File: config.mk
export PLATFORM = sky130hd
export DESIGN_NAME = uart_tx_fifo_feeder
export DESIGN_NICKNAME = d
export VERILOG_FILES = /design/src/rtl/uart_tx_fifo_feeder.sv
export SDC_FILE = /design/constraint.sdc
export NUM_CORES = 1
export LEC_CHECK = 0
export ABC_AREA = 0
export CORE_AREA = 2 2 137 139
export DETAILED_ROUTE_END_ITERATION = 7
export DIE_AREA = 0 0 139 141
export SYNTH_ARGS = -nofsm -noshare
export SYNTH_HDL_FRONTEND = slang
export SYNTH_SLANG_ARGS = --single-unit
File: constraint.sdc
create_clock -name sysclk -period 4.95 [get_ports sysclk]
set_input_delay 0.495 -clock sysclk [delete_from_list [all_inputs] [get_ports sysclk]]
set_output_delay 0.495 -clock sysclk [all_outputs]
set_load 0.01 [all_outputs]
File: src/rtl/uart_tx_fifo_feeder.sv
// Byte FIFO in front of the UART transmitter: buffers system-side pushes and
// issues one byte per frame through the data/request/busy/done handshake.
module uart_tx_fifo_feeder #(
    parameter int DATA_WIDTH = 8,
    parameter int FIFO_DEPTH = 16,
    parameter int ADDR_WIDTH = 4
) (
    input  logic                  sysclk,
    input  logic                  rst,
    input  logic                  wr_en,
    input  logic [DATA_WIDTH-1:0] wr_data,
    output logic                  fifo_full,
    output logic                  fifo_empty,
    output logic [ADDR_WIDTH:0]   fifo_count,
    output logic                  overflow,
    output logic [DATA_WIDTH-1:0] tx_data,
    output logic                  tx_data_req,
    input  logic                  tx_busy,
    input  logic                  tx_done,
    output logic                  feeder_idle
);

    typedef enum logic [1:0] {
        ST_IDLE      = 2'd0,
        ST_WAIT_BUSY = 2'd1,
        ST_WAIT_DONE = 2'd2
    } state_t;

    localparam logic [ADDR_WIDTH:0]   DEPTH_C    = (ADDR_WIDTH + 1)'(FIFO_DEPTH);
    localparam logic [ADDR_WIDTH:0]   CNT_ZERO_C = {(ADDR_WIDTH + 1){1'b0}};
    localparam logic [ADDR_WIDTH:0]   CNT_ONE_C  = (ADDR_WIDTH + 1)'(1'b1);
    localparam logic [ADDR_WIDTH-1:0] PTR_ZERO_C = {ADDR_WIDTH{1'b0}};
    localparam logic [ADDR_WIDTH-1:0] PTR_ONE_C  = ADDR_WIDTH'(1'b1);
    localparam logic [DATA_WIDTH-1:0] DATA_ZERO_C = {DATA_WIDTH{1'b0}};

    logic [DATA_WIDTH-1:0] mem_r [FIFO_DEPTH];
    logic [ADDR_WIDTH-1:0] wr_ptr_r;
    logic [ADDR_WIDTH-1:0] rd_ptr_r;
    logic [ADDR_WIDTH:0]   count_r;
    logic                  full_r;
    logic                  empty_r;
    logic                  overflow_r;
    logic [DATA_WIDTH-1:0] tx_data_r;
    logic                  tx_req_r;
    logic                  idle_r;
    state_t                state_r;
    state_t                state_next_s;
    logic                  push_s;
    logic                  pop_s;
    logic [ADDR_WIDTH:0]   count_next_s;

    // Push/pop qualification; a byte is issued only from IDLE to an idle transmitter.
    always_comb begin
        push_s = wr_en & ~full_r;
        pop_s  = (state_r == ST_IDLE) && (count_r != CNT_ZERO_C) && !tx_busy;
    end

    // Occupancy after this edge.
    always_comb begin
        count_next_s = count_r;
        case ({push_s, pop_s})
            2'b10:   count_next_s = count_r + CNT_ONE_C;
            2'b01:   count_next_s = count_r - CNT_ONE_C;
            default: count_next_s = count_r;
        endcase
    end

    // Handshake FSM next-state logic.
    always_comb begin
        state_next_s = state_r;
        case (state_r)
            ST_IDLE: begin
                if (pop_s) begin
                    state_next_s = ST_WAIT_BUSY;
                end else begin
                    state_next_s = ST_IDLE;
                end
            end
            ST_WAIT_BUSY: begin
                if (tx_busy) begin
                    state_next_s = ST_WAIT_DONE;
                end else begin
                    state_next_s = ST_WAIT_BUSY;
                end
            end
            ST_WAIT_DONE: begin
                if (tx_done) begin
                    state_next_s = ST_IDLE;
                end else begin
                    state_next_s = ST_WAIT_DONE;
                end
            end
            default: state_next_s = ST_IDLE;
        endcase
    end

    // FIFO storage; contents are don't-care after reset since pointers restart.
    always_ff @(posedge sysclk) begin
        if (push_s && !rst) begin
            mem_r[wr_ptr_r] <= wr_data;
        end
    end

    // Pointers, flags, FSM state and all registered outputs.
    always_ff @(posedge sysclk) begin
        if (rst) begin
            wr_ptr_r   <= PTR_ZERO_C;
            rd_ptr_r   <= PTR_ZERO_C;
            count_r    <= CNT_ZERO_C;
            full_r     <= 1'b0;
            empty_r    <= 1'b1;
            overflow_r <= 1'b0;
            tx_data_r  <= DATA_ZERO_C;
            tx_req_r   <= 1'b0;
            idle_r     <= 1'b1;
            state_r    <= ST_IDLE;
        end else begin
            if (push_s) begin
                wr_ptr_r <= wr_ptr_r + PTR_ONE_C;
            end
            if (pop_s) begin
                rd_ptr_r  <= rd_ptr_r + PTR_ONE_C;
                tx_data_r <= mem_r[rd_ptr_r];
            end
            if (wr_en && full_r) begin
                overflow_r <= 1'b1;
            end
            count_r  <= count_next_s;
            full_r   <= (count_next_s == DEPTH_C);
            empty_r  <= (count_next_s == CNT_ZERO_C);
            tx_req_r <= pop_s;
            idle_r   <= (state_next_s == ST_IDLE) && (count_next_s == CNT_ZERO_C);
            state_r  <= state_next_s;
        end
    end

    assign fifo_full   = full_r;
    assign fifo_empty  = empty_r;
    assign fifo_count  = count_r;
    assign overflow    = overflow_r;
    assign tx_data     = tx_data_r;
    assign tx_data_req = tx_req_r;
    assign feeder_idle = idle_r;

endmodule

==> summary.txt <==
Clocking
  – TritonCTS Buffers: 17
  – CTS H-Tree Depth: 4
  – Post-cts sizing count: 0
  – Post-CTS Setup Inserts: 0
  – Root buffer cell: clkbuf_16
  – Clock latency on the worst-skew pair: 420 ps
  – Hold_buf cts: 0
  – CTS tree: built
  – CTS max path bufs: 2
  – Clk sink count: 156
  – Clock transition at path regs: 60 ps

Floorplanning
  – I/O pins: 31
  – Placeable Area: 18300 sq um
  – Initial Util: 34.3%
  – Die height: 141 um
  – Core Rows: 50
  – Die area: just under 20000 sq um
  – Width of the die: 139 um

Power and ir drop
  – Worst vdd ir: between 200 and 300 uV
  – Flop pwr share: between 40 and 50%
  – PwrDens: just under 500 nW/um^2
  – Leak: 2.39 nW
  – Final Power: about 3.6 mW
  – NetSw: slightly above 0.9 mW
  – Clk pwr share: a little over a third
  – Combinational Power Share: roughly a fifth
  – Internal: 2.66 mW
  – Sw frac: 25.9%

Logic synthesis
  – Post-Syn Area: 6260 sq um
  – Post-Syn Instances: 362
  – Top-area cell type share of the netlist area: between 60 and 70%
  – Main synth FF type: edfxtp_1
  – Synth unique cells: 40
  – Synthesis-stage register bit count: ~160
  – Asr flop ratio synth: 0%
  – Post-synthesis area per instance: roughly 17 sq um
  – Number of synthesized flops with an enable pin: 128
  – Largest area contributor in the synthesized netlist: edfxtp_1
  – Syn Nets: 385
  – Sequential share of the synthesized area: a little over two thirds
  – Synth top area cells: edfxtp_1 (61%), dfxtp_1 (9.0%), mux4_2 (8.3%)
  – Ys Warns: 0

Placed design
  – Input/output buffers: 30
  – GPL Wtd Cong: 0.767
  – Post-Place Worst Slack: around 1400 ps
  – Detailed Place HPWL: 7930 um

Worst setup path
  – WP data arrival: 3860 ps
  – Endpoint class of the critical path: flip-flop
  – Critical path class: reg2reg
  – Worst Path Max Fanout: 13
  – Reg2reg setup slack: approximately 1400 ps
  – CP Launch Type: flip-flop
  – Worst reg-to-reg path cell count: 10
  – Critical Path RT: 5290 ps

Timing
  – Count of final max-slew check failures: 0
  – Worst setup margin: 1430 ps
  – Slew @ Worst Pin: approximately 840 ps
  – Crit path time final: approximately 3500 ps
  – Final worst path period share: 71.0%
  – Fmax: 284 MHz
  – Unrepaired setup endpoints after global routing: false
  – Endpoints failing setup: 0
  – Skew final: 15.0 ps
  – Hold Vio Cnt, Final: 0
  – Worst slew margin: between 40 and 50%
  – Fin Setup TNS: 0 ps

GRT
  – Largest net degree at the start of global routing: 35
  – First-pass GRT wire length: 19400 um
  – Overflow after GRT: 0
  – Number of global-route vias before repair: 3396
  – GRT Total Usage: between 10% and 20%
  – Initial antenna violation count: 0

Routing
  – DRC viols: 0
  – Antenna Nets Post-Route: 0
  – DRT Pass-1 Iters: 5
  – Via count: approximately 3.2k
  – Via density: about 5.0
  – Initial DRC count: 235
  – Per-cell routed wire length: 19.0 um
  – Final wirelength: 12200 um

Layout
  – # diodes: 0
  – Number of nets in the layout: 422
  – Final Util: roughly 40%
  – Area Overhead vs Synth: 17.5%
  – Fillers: 1630
  – Layout cells sized above 1: 14.1%

Job
  – Max-cap violations: 0

Run status
  – Outcome: completed

Hold path
  – Worst Hold Depth: 2
  – Hold Crit Class: reg2reg
## power groups by stage
stage	clock, mW	combinational, mW	sequential [mW]
detailed placement	0	0.742	1.62
global placement	0	0.731	1.62
finish	1.28	0.735	1.59
global route	1.36	0.813	1.60
CTS	1.31	0.746	1.59
floorplan	0	0.577	1.59
## cell usage after synthesis, drive strengths merged, types with 2 or more instances
master  number
buf         10
nor2b        6
xnor2        4
ha           9
clkbuf       9
and2         2
a21oi       18
nor2        26
a22o        16
nor4bb       2
nand2b       4
dfxtp       28
nor3         7
xor2         4
nand2       21
edfxtp     128
nand4        2
mux4        32
inv          5
mux2i        3
o21ai       10
nor3b        6
## cell families (layout without fill, tap and decap cells)
group / after synthesis / after routing / share of synthesized area, %
AO/OA/AOI/OAI: 48 / 48 / 5.08
adder cells (fa/ha/maj): 10 / 10 / 2.12
flip-flops: 156 / 156 / 70.4
XOR/XNOR: 8 / 8 / 1.12
buffers and inverters: 24 / 73 / 2.42
AND/OR/NAND/NOR: 81 / 81 / 6.38
multiplexers: 35 / 35 / 12.5
## flip-flops by register name, summed over array words and instances (netlist names), 2 cells and up
signal / count
tx_data: 8
mem_r: 128
wr_ptr_r: 4
rd_ptr_r: 4
fifo_count: 5
state_r: 2
## worst paths after layout
kind	startpoint	endpoint
max	fifo_count[0]	feeder_idle
min	overflow	overflow
max reg2reg	fifo_count[0]	feeder_idle
min reg2reg	overflow	overflow
## worst max-delay path: stages, from the launching register on
cell and delay [ps]:
dfxtp_1 380, or4_1 580, o21ai_2 410, inv_2 210
ha_1 350, ha_1 410, nor3b_1 190, o31ai_1 270
nor4bb_1 290, a21oi_1 150, nor3_1 190
## metrics by stage
step	cells	hold slack, ps	area [sq um]
4_1_cts	645	472	7350
6_report	645	469	7350
5_1_grt	645	495	7350
3_5_place_dp	614	464	6770
3_3_place_gp	614	461	6770
2_1_floorplan	362	450	6260
## layout by cell type (no fill, tap or decap), types with 8 or more instances in the layout
master and instances:
mux4_2 23, clkbuf_16 17, o21ai_1 8, edfxtp_1 128, a22o_1 16, mux4_1 9
dfxtp_1 27, nor2_1 26, a21oi_1 18, clkdlybuf4s50_1 30, ha_1 9, nand2_1 21
## layer usage
layer / GRT usage (%) / vias to the layer above / part of all wire, %
li1: - / 1499 / -
met1: 17.9 / 1639 / 47
met2: 21.3 / 76 / 48
met3: 3.84 / 10 / 4.4
met4: 3.03 / 0 / 0.88
met5: 0 / - / 0
## cell type report
cell class                      instances  area, sq um  area share (%)
Multi-Input combinational cell        182         1700            23.2
Timing Repair Buffer                   37          353            4.80
Clock buffer                           19          433            5.89
Inverter                                5         18.8           0.255
Tap cell                              234          293            3.98
Sequential cell                       156         4410            59.9
Clock inverter                         12          148            2.01
No activity file was read; power rests on OpenSTA's default activity.
